$ cat config.mk
export PLATFORM = sky130hd
export DESIGN_NAME = fan_tach_meter
export DESIGN_NICKNAME = d
export VERILOG_FILES = /design/src/rtl/fan_pkg.sv /design/src/rtl/seq_divider.sv /design/src/rtl/fan_tach_meter.sv
export SDC_FILE = /design/constraint.sdc
export NUM_CORES = 1
export LEC_CHECK = 0
export BUFFER_PORTS_ARGS = -buffer_cell sky130_fd_sc_hd__buf_4
export CAP_MARGIN = 20
export CORE_MARGIN = 5
export CORE_UTILIZATION = 50
export CTS_CLUSTER_DIAMETER = 200
export DETAILED_ROUTE_END_ITERATION = 7
export PLACE_DENSITY = 0.67
export SETUP_SLACK_MARGIN = 0.1
export SLEW_MARGIN = 20
export SYNTH_ARGS = -nofsm -noshare
export SYNTH_HDL_FRONTEND = slang
export SYNTH_SLANG_ARGS = --single-unit
$ cat constraint.sdc
create_clock -name i_clk -period 5.1 [get_ports i_clk]
set_input_delay 0.255 -clock i_clk [delete_from_list [all_inputs] [get_ports i_clk]]
set_output_delay 0.255 -clock i_clk [all_outputs]
set_load 0.03 [all_outputs]
$ cat src/rtl/fan_pkg.sv
// Shared definitions for the fan tachometer / fan control path.
package fan_pkg;

  localparam int unsigned US_PER_MIN = 60_000_000;
  localparam logic [15:0] RPM_SAT    = 16'hFFFF;

  typedef enum logic [1:0] {
    IDLE,
    ARM,
    MEASURE,
    DIVIDE
  } tach_state_t;

endpackage

$ cat src/rtl/seq_divider.sv
// 32-bit unsigned restoring divider: load on start, one quotient bit per cycle,
// done pulses with the quotient 32 cycles after start. A new start restarts it.
module seq_divider (
  input  logic        clk,
  input  logic        reset,
  input  logic        start,
  input  logic [31:0] dividend,
  input  logic [31:0] divisor,
  output logic        busy,
  output logic        done,
  output logic [31:0] quotient
);

  logic [31:0] rem_q;
  logic [31:0] quo_q;
  logic [31:0] dvs_q;
  logic [4:0]  step_q;
  logic [32:0] shifted;
  logic [32:0] diff;

  always_comb begin
    shifted = {rem_q, quo_q[31]};
    diff    = shifted - {1'b0, dvs_q};
  end

  always_ff @(posedge clk or posedge reset) begin
    if (reset) begin
      rem_q  <= '0;
      quo_q  <= '0;
      dvs_q  <= '0;
      step_q <= '0;
      busy   <= 1'b0;
      done   <= 1'b0;
    end else begin
      done <= 1'b0;
      if (start) begin
        rem_q  <= '0;
        quo_q  <= dividend;
        dvs_q  <= divisor;
        step_q <= '0;
        busy   <= 1'b1;
      end else if (busy) begin
        // Partial remainder always stays below the divisor, so 32 bits hold it.
        if (!diff[32]) begin
          rem_q <= diff[31:0];
          quo_q <= {quo_q[30:0], 1'b1};
        end else begin
          rem_q <= shifted[31:0];
          quo_q <= {quo_q[30:0], 1'b0};
        end
        step_q <= step_q + 5'd1;
        if (step_q == 5'd31) begin
          busy <= 1'b0;
          done <= 1'b1;
        end
      end
    end
  end

  assign quotient = quo_q;

endmodule

$ cat src/rtl/fan_tach_meter.sv
// Measures tach period in microseconds between qualified rising edges and converts
// it to RPM; flags a stalled fan when no qualified edge arrives within the timeout.
module fan_tach_meter
  import fan_pkg::*;
#(
  parameter int PRESCALE       = 100,
  parameter int CNT_W          = 20,
  parameter int TIMEOUT_US     = 1_000_000,
  parameter int MIN_PERIOD_US  = 100,
  parameter int PULSES_PER_REV = 2
) (
  input  logic             i_clk,
  input  logic             i_reset,
  input  logic             i_tach,
  input  logic             i_enable,
  output logic [CNT_W-1:0] o_period_us,
  output logic [15:0]      o_rpm,
  output logic             o_valid,
  output logic             o_stall
);

  localparam int          PS_W    = (PRESCALE > 1) ? $clog2(PRESCALE) : 1;
  localparam logic [31:0] NUMER   = 32'(US_PER_MIN / PULSES_PER_REV);
  localparam logic [CNT_W-1:0] TIMEOUT = CNT_W'(TIMEOUT_US);
  localparam logic [CNT_W-1:0] MIN_P   = CNT_W'(MIN_PERIOD_US);

  logic             sync1, sync2, sync2_d;
  logic             rise;
  logic [PS_W-1:0]  presc;
  logic             tick;
  logic [CNT_W-1:0] cnt, cnt_inc, period_lat;
  logic             qual, timeout_hit;
  tach_state_t      state, next_state;
  logic             cnt_clr, div_start, stall_evt, meas_evt;
  logic             div_busy, div_done;
  logic [31:0]      quotient;

  always_ff @(posedge i_clk or posedge i_reset) begin
    if (i_reset) begin
      sync1   <= 1'b0;
      sync2   <= 1'b0;
      sync2_d <= 1'b0;
    end else begin
      sync1   <= i_tach;
      sync2   <= sync1;
      sync2_d <= sync2;
    end
  end

  assign rise = sync2 & ~sync2_d;
  assign tick = i_enable && (presc == PS_W'(PRESCALE - 1));

  always_ff @(posedge i_clk or posedge i_reset) begin
    if (i_reset)       presc <= '0;
    else if (!i_enable || tick) presc <= '0;
    else               presc <= presc + PS_W'(1);
  end

  // The tick landing on the edge cycle belongs to the period that edge closes.
  assign cnt_inc     = (tick && cnt != TIMEOUT) ? cnt + CNT_W'(1) : cnt;
  assign qual        = rise && (cnt_inc >= MIN_P);
  assign timeout_hit = (cnt_inc == TIMEOUT);

  always_ff @(posedge i_clk or posedge i_reset) begin
    if (i_reset)      cnt <= '0;
    else if (cnt_clr) cnt <= '0;
    else              cnt <= cnt_inc;
  end

  always_ff @(posedge i_clk or posedge i_reset) begin
    if (i_reset) state <= IDLE;
    else         state <= next_state;
  end

  always_comb begin
    next_state = state;
    cnt_clr    = 1'b0;
    div_start  = 1'b0;
    stall_evt  = 1'b0;
    meas_evt   = 1'b0;
    if (!i_enable) begin
      next_state = IDLE;
      cnt_clr    = 1'b1;
    end else begin
      case (state)
        IDLE: begin
          cnt_clr    = 1'b1;
          next_state = ARM;
        end
        ARM: begin
          cnt_clr = 1'b1;
          if (rise) next_state = MEASURE;
        end
        MEASURE: begin
          if (qual) begin
            cnt_clr    = 1'b1;
            div_start  = 1'b1;
            next_state = DIVIDE;
          end else if (timeout_hit) begin
            stall_evt  = 1'b1;
            next_state = ARM;
          end
        end
        DIVIDE: begin
          if (div_done) begin
            meas_evt   = 1'b1;
            next_state = MEASURE;
          end else if (!div_busy) begin
            next_state = MEASURE;
          end
        end
        default: next_state = IDLE;
      endcase
    end
  end

  always_ff @(posedge i_clk or posedge i_reset) begin
    if (i_reset)        period_lat <= '0;
    else if (div_start) period_lat <= cnt_inc;
  end

  seq_divider u_div (
    .clk      (i_clk),
    .reset    (i_reset),
    .start    (div_start),
    .dividend (NUMER),
    .divisor  (32'(cnt_inc)),
    .busy     (div_busy),
    .done     (div_done),
    .quotient (quotient)
  );

  always_ff @(posedge i_clk or posedge i_reset) begin
    if (i_reset) begin
      o_period_us <= '0;
      o_rpm       <= '0;
      o_valid     <= 1'b0;
      o_stall     <= 1'b0;
    end else begin
      o_valid <= 1'b0;
      if (stall_evt) begin
        o_period_us <= TIMEOUT;
        o_rpm       <= '0;
        o_stall     <= 1'b1;
        o_valid     <= 1'b1;
      end else if (meas_evt) begin
        o_period_us <= period_lat;
        o_rpm       <= (quotient[31:16] != '0) ? RPM_SAT : quotient[15:0];
        o_stall     <= 1'b0;
        o_valid     <= 1'b1;
      end
    end
  end

endmodule

==> impl_metrics.prom <==
# TYPE chip_impl_metric gauge
chip_impl_metric{name="grt.overflow.total",unit=""} 0
chip_impl_metric{name="period_share",unit=""} 0.744
chip_impl_metric{name="compound_gate_fraction_of_synth_area",unit=""} 0.150
chip_impl_info{name="ys.flop_type",value="sky130_fd_sc_hd__dfrtp_1"} 1
chip_impl_metric{name="place_congestion",unit=""} 0.879
chip_impl_metric{name="timing_worst_slew_pin_value",unit="ns"} 0.802
chip_impl_metric{name="ant_nets",unit=""} 0
chip_impl_metric{name="first_drt_pass_iteration_count",unit=""} 5
chip_impl_metric{name="timing.max_slew.rel_slack",unit=""} 0.465
chip_impl_info{name="synth_top_family_by_area",value="simple AND/OR/NAND/NOR gates"} 1
chip_impl_metric{name="totalNegativeSetupSlack",unit="ns"} 0
chip_impl_metric{name="synth_async_sr_flop_share",unit=""} 1.00
chip_impl_info{name="worst_setup_path_end_kind",value="register"} 1
chip_impl_metric{name="finish.instance_area",unit="mm^2"} 0.00957
chip_impl_metric{name="crit_path_max_fanout",unit=""} 27
chip_impl_metric{name="antenna_found_initial",unit=""} 0
chip_impl_metric{name="clock_tree.htree_level_count",unit=""} 4
chip_impl_metric{name="timing.final.max_slew_violations",unit=""} 0
chip_impl_metric{name="n_antenna_cell",unit=""} 0
chip_impl_metric{name="cts_buffer_depth",unit=""} 2
chip_impl_metric{name="routedWlPerCell",unit="um"} 16.2
chip_impl_info{name="min-delay-path-class",value="input pin to asynchronous set/reset pin"} 1
chip_impl_metric{name="power.static_leakage",unit="uW"} 0.00399
chip_impl_metric{name="synth_top_area_frac",unit=""} 0.473
chip_impl_metric{name="synth_nets",unit=""} 919
chip_impl_info{name="synth_top_cells_by_count",value="sky130_fd_sc_hd__dfrtp_1 (161), sky130_fd_sc_hd__nor2_1 (158), sky130_fd_sc_hd__nand2_1 (54), sky130_fd_sc_hd__a21oi_1 (53), sky130_fd_sc_hd__mux2i_1 (42)"} 1
chip_impl_metric{name="required_time_at_the_endpoint_of_the_critical_path",unit="ns"} 5.47
chip_impl_metric{name="final_critical_period",unit="ns"} 3.79
chip_impl_metric{name="nets",unit=""} 936
chip_impl_metric{name="hold-worst-slack",unit="ns"} -0.0344
chip_impl_metric{name="worst_ep_arrival_time",unit="ns"} 4.17
chip_impl_metric{name="area_delta_synth_final",unit="%"} 12.3
chip_impl_info{name="synthTopCellsByArea",value="sky130_fd_sc_hd__dfrtp_1 (47%), sky130_fd_sc_hd__nor2_1 (7.0%), sky130_fd_sc_hd__mux2i_1 (4.9%), sky130_fd_sc_hd__ha_1 (3.7%), sky130_fd_sc_hd__xnor2_1 (3.2%)"} 1
chip_impl_metric{name="drt_wl_total",unit="um"} 18400
chip_impl_metric{name="fillCellCount",unit=""} 1469
chip_impl_metric{name="drv.max_cap_violation_count",unit=""} 0
chip_impl_metric{name="initial_utilization",unit=""} 0.512
chip_impl_metric{name="synth_enable_flop_cells",unit=""} 0
chip_impl_metric{name="postPlaceCellArea",unit="mm^2"} 0.00894
chip_impl_info{name="outcome",value="finished, violations left"} 1
chip_impl_metric{name="met2WireLength",unit="um"} 8400
chip_impl_metric{name="fp-row-count",unit=""} 47
chip_impl_metric{name="synth-warning-count",unit=""} 0
chip_impl_metric{name="chipHeight",unit="um"} 141
chip_impl_info{name="synth.largest_area_cell",value="sky130_fd_sc_hd__dfrtp_1"} 1
chip_impl_metric{name="die_w",unit="um"} 141
chip_impl_metric{name="met1_length",unit="um"} 8920
chip_impl_metric{name="cellPowerDensity",unit="mW/mm^2"} 278
chip_impl_metric{name="synth_fa_ha_area_frac",unit=""} 0.0390
chip_impl_info{name="rsz0062_at_grt",value="no"} 1
chip_impl_metric{name="synth-seq-cells",unit=""} 161
chip_impl_metric{name="vdd_drop_max",unit="V"} 0.000241
chip_impl_metric{name="drcViolationCount",unit=""} 0
chip_impl_metric{name="first_pass_grt_wire_length",unit="um"} 31500
chip_impl_metric{name="combined_area_of_all_synthesized_cells",unit="mm^2"} 0.00852
chip_impl_metric{name="vias_in_the_first_global_route",unit=""} 6167
chip_impl_metric{name="numCtsBuffers",unit=""} 17
chip_impl_metric{name="postSynthAreaPerCell",unit="um^2"} 9.59
chip_impl_metric{name="grt_start_max_net_pins",unit=""} 112
chip_impl_metric{name="met3WireLength",unit="um"} 758
chip_impl_info{name="tritoncts_clock_tree",value="done"} 1
chip_impl_metric{name="port-buffer-count",unit=""} 41
chip_impl_metric{name="synthXorXnorAreaFrac",unit=""} 0.0586
chip_impl_metric{name="detailroute.via_count",unit=""} 6485
chip_impl_metric{name="ios",unit=""} 42
chip_impl_metric{name="synth_seq_area_share",unit=""} 0.473
chip_impl_metric{name="post_synthesis_cell_count",unit=""} 889
chip_impl_metric{name="max_freq",unit="GHz"} 0.264
chip_impl_metric{name="final-hold-violation-count",unit=""} 61
chip_impl_info{name="crit_type",value="register to register"} 1
chip_impl_metric{name="clock-skew-final",unit="ns"} 0.00835
chip_impl_metric{name="dp_hpwl",unit="um"} 12300
chip_impl_info{name="violations",value="hold timing"} 1
chip_impl_metric{name="track_usage",unit=""} 0.194
chip_impl_metric{name="cts_setup_buffers",unit=""} 0
chip_impl_metric{name="detail_route.vias_per_cell",unit=""} 5.69
chip_impl_metric{name="cts_num_sinks",unit=""} 161
chip_impl_info{name="worst_path_max_delay_cell",value="sky130_fd_sc_hd__nor4_4"} 1
chip_impl_metric{name="critical_path.max_stage_delay",unit="ns"} 0.53
chip_impl_info{name="synth.most_common_cell",value="sky130_fd_sc_hd__dfrtp_1"} 1
chip_impl_metric{name="yosysUniqueCellTypes",unit=""} 65
chip_impl_info{name="worstPathCellList",value="inv_1 -> ha_1 -> and3b_1 -> and4_1 -> a2111oi_2 -> xnor2_1 -> o211ai_1 -> a211oi_2 -> nor2_1 -> nor4_4 -> buf_4 -> a211o_1"} 1
chip_impl_info{name="root_buffer",value="sky130_fd_sc_hd__clkbuf_16"} 1
chip_impl_metric{name="synth_mux_area_frac",unit=""} 0.0493
chip_impl_metric{name="worst_skew_pair.late_latency",unit="ns"} 0.44
chip_impl_metric{name="synth-simple-area-share",unit=""} 0.187
chip_impl_metric{name="final_layout_size_suffix_gt1_frac",unit=""} 0.108
chip_impl_metric{name="coreArea",unit="mm^2"} 0.0166
chip_impl_info{name="worstSetupStartpointType",value="register"} 1
chip_impl_metric{name="dr.first_iter.drc_count",unit=""} 490
chip_impl_metric{name="floorplan_die_area",unit="mm^2"} 0.0198
chip_impl_metric{name="utilization",unit=""} 0.575
chip_impl_info{name="topRoutingLayerUsed",value="met4"} 1
chip_impl_metric{name="clkSlewWorstSetupHoldPaths",unit="ns"} 0.07
chip_impl_metric{name="timing.final.setup_violations",unit=""} 0
[where the power goes]
group          internal, uW  total [uW]  switching [uW]  leakage [uW]
logic                  7.21        40.5            33.3       0.00177
clock network           765        1330             568      0.000297
registers              1280        1290            5.51       0.00193
[layout by cell type, fill, tap and decap left out, drive strengths merged, types with 13 or more instances in the layout]
master | synthesis | routed
dfrtp | 161 | 161
nor2 | 158 | 158
nand2 | 54 | 54
a21oi | 53 | 53
buf | 26 | 49
mux2i | 42 | 42
inv | 31 | 39
a211oi | 34 | 34
xnor2 | 31 | 31
nand3 | 27 | 27
xor2 | 26 | 26
ha | 25 | 25
clkbuf | 26 | 19
o22ai | 18 | 18
a211o | 18 | 18
nor4 | 14 | 14
nor2b | 13 | 13
[flip-flops by register name, summed over array words and instances, names as in the netlist]
name            count
u_div.step_q        5
u_div.rem_q        32
o_rpm              16
o_stall             1
state               2
u_div.quotient     32
sync1               1
sync2               1
sync2_d             1
period_lat         20
u_div.busy          1
o_valid             1
presc               7
cnt                20
u_div.done          1
o_period_us        20
[cell type report]
class / instances / area (um^2) / share of cell area
multi-input cells: 645 / 4150 / 0.433
flip-flops and latches: 161 / 4030 / 0.421
clock buffers: 19 / 453 / 0.0473
repair buffers: 50 / 378 / 0.0395
well taps: 220 / 275 / 0.0288
clock inverters: 13 / 161 / 0.0169
inverters: 31 / 124 / 0.0129
[per-layer routing]
layer / vias up / GRT usage
met5: - / 0
met4: 0 / 0.0556
met3: 32 / 0.0460
met2: 119 / 0.296
met1: 3158 / 0.277
li1: 3176 / -
[critical path: cells and delay by family, from the launching register on]
kind                     cells  cell delay (ns)
flip-flops                   1             0.42
buffers and inverters        2             0.54
AO/OA/AOI/OAI                4             1.17
adder cells (fa/ha/maj)      1             0.20
AND/OR/NAND/NOR              4             1.11
XOR/XNOR                     1             0.27
[timing repair]
item	4_1_cts	5_1_grt
gates resized for setup	0	0
hold endpoints to repair	1	0
hold buffers	1	0
[final timing paths]
kind	from	endpoint	slack, ns	cells past startpoint
max in group asynchronous	i_reset	u_div.busy	3.96	3
worst max register to register	cnt[0]	o_period_us[14]	1.31	12
worst max-delay path	cnt[0]	o_period_us[14]	1.31	12
min in group i_clk	i_enable	presc[3]	0.11	2
worst min-delay path	i_reset	o_period_us[4]	-0.03	2
worst min register to register	sync1	sync2	0.35	0
[cell families after synthesis]
| kind of cell | count (synthesis) |
|---|---|
| mux | 42 |
| xor+xnor | 57 |
| fa+ha+maj | 26 |
| buf+inv | 83 |
| flops | 161 |
| simple gates | 336 |
| compound gates | 184 |
[through the flow]
step,setup slack [ns],power [uW],std cells
floorplan,0.497,1340,889
global placement,1.32,1350,1106
detailed placement,1.30,1350,1106
CTS,1.30,2690,1139
global route,0.907,2750,1139
finish,1.31,2660,1139
Note: power is estimated with default switching activity, not from simulation.
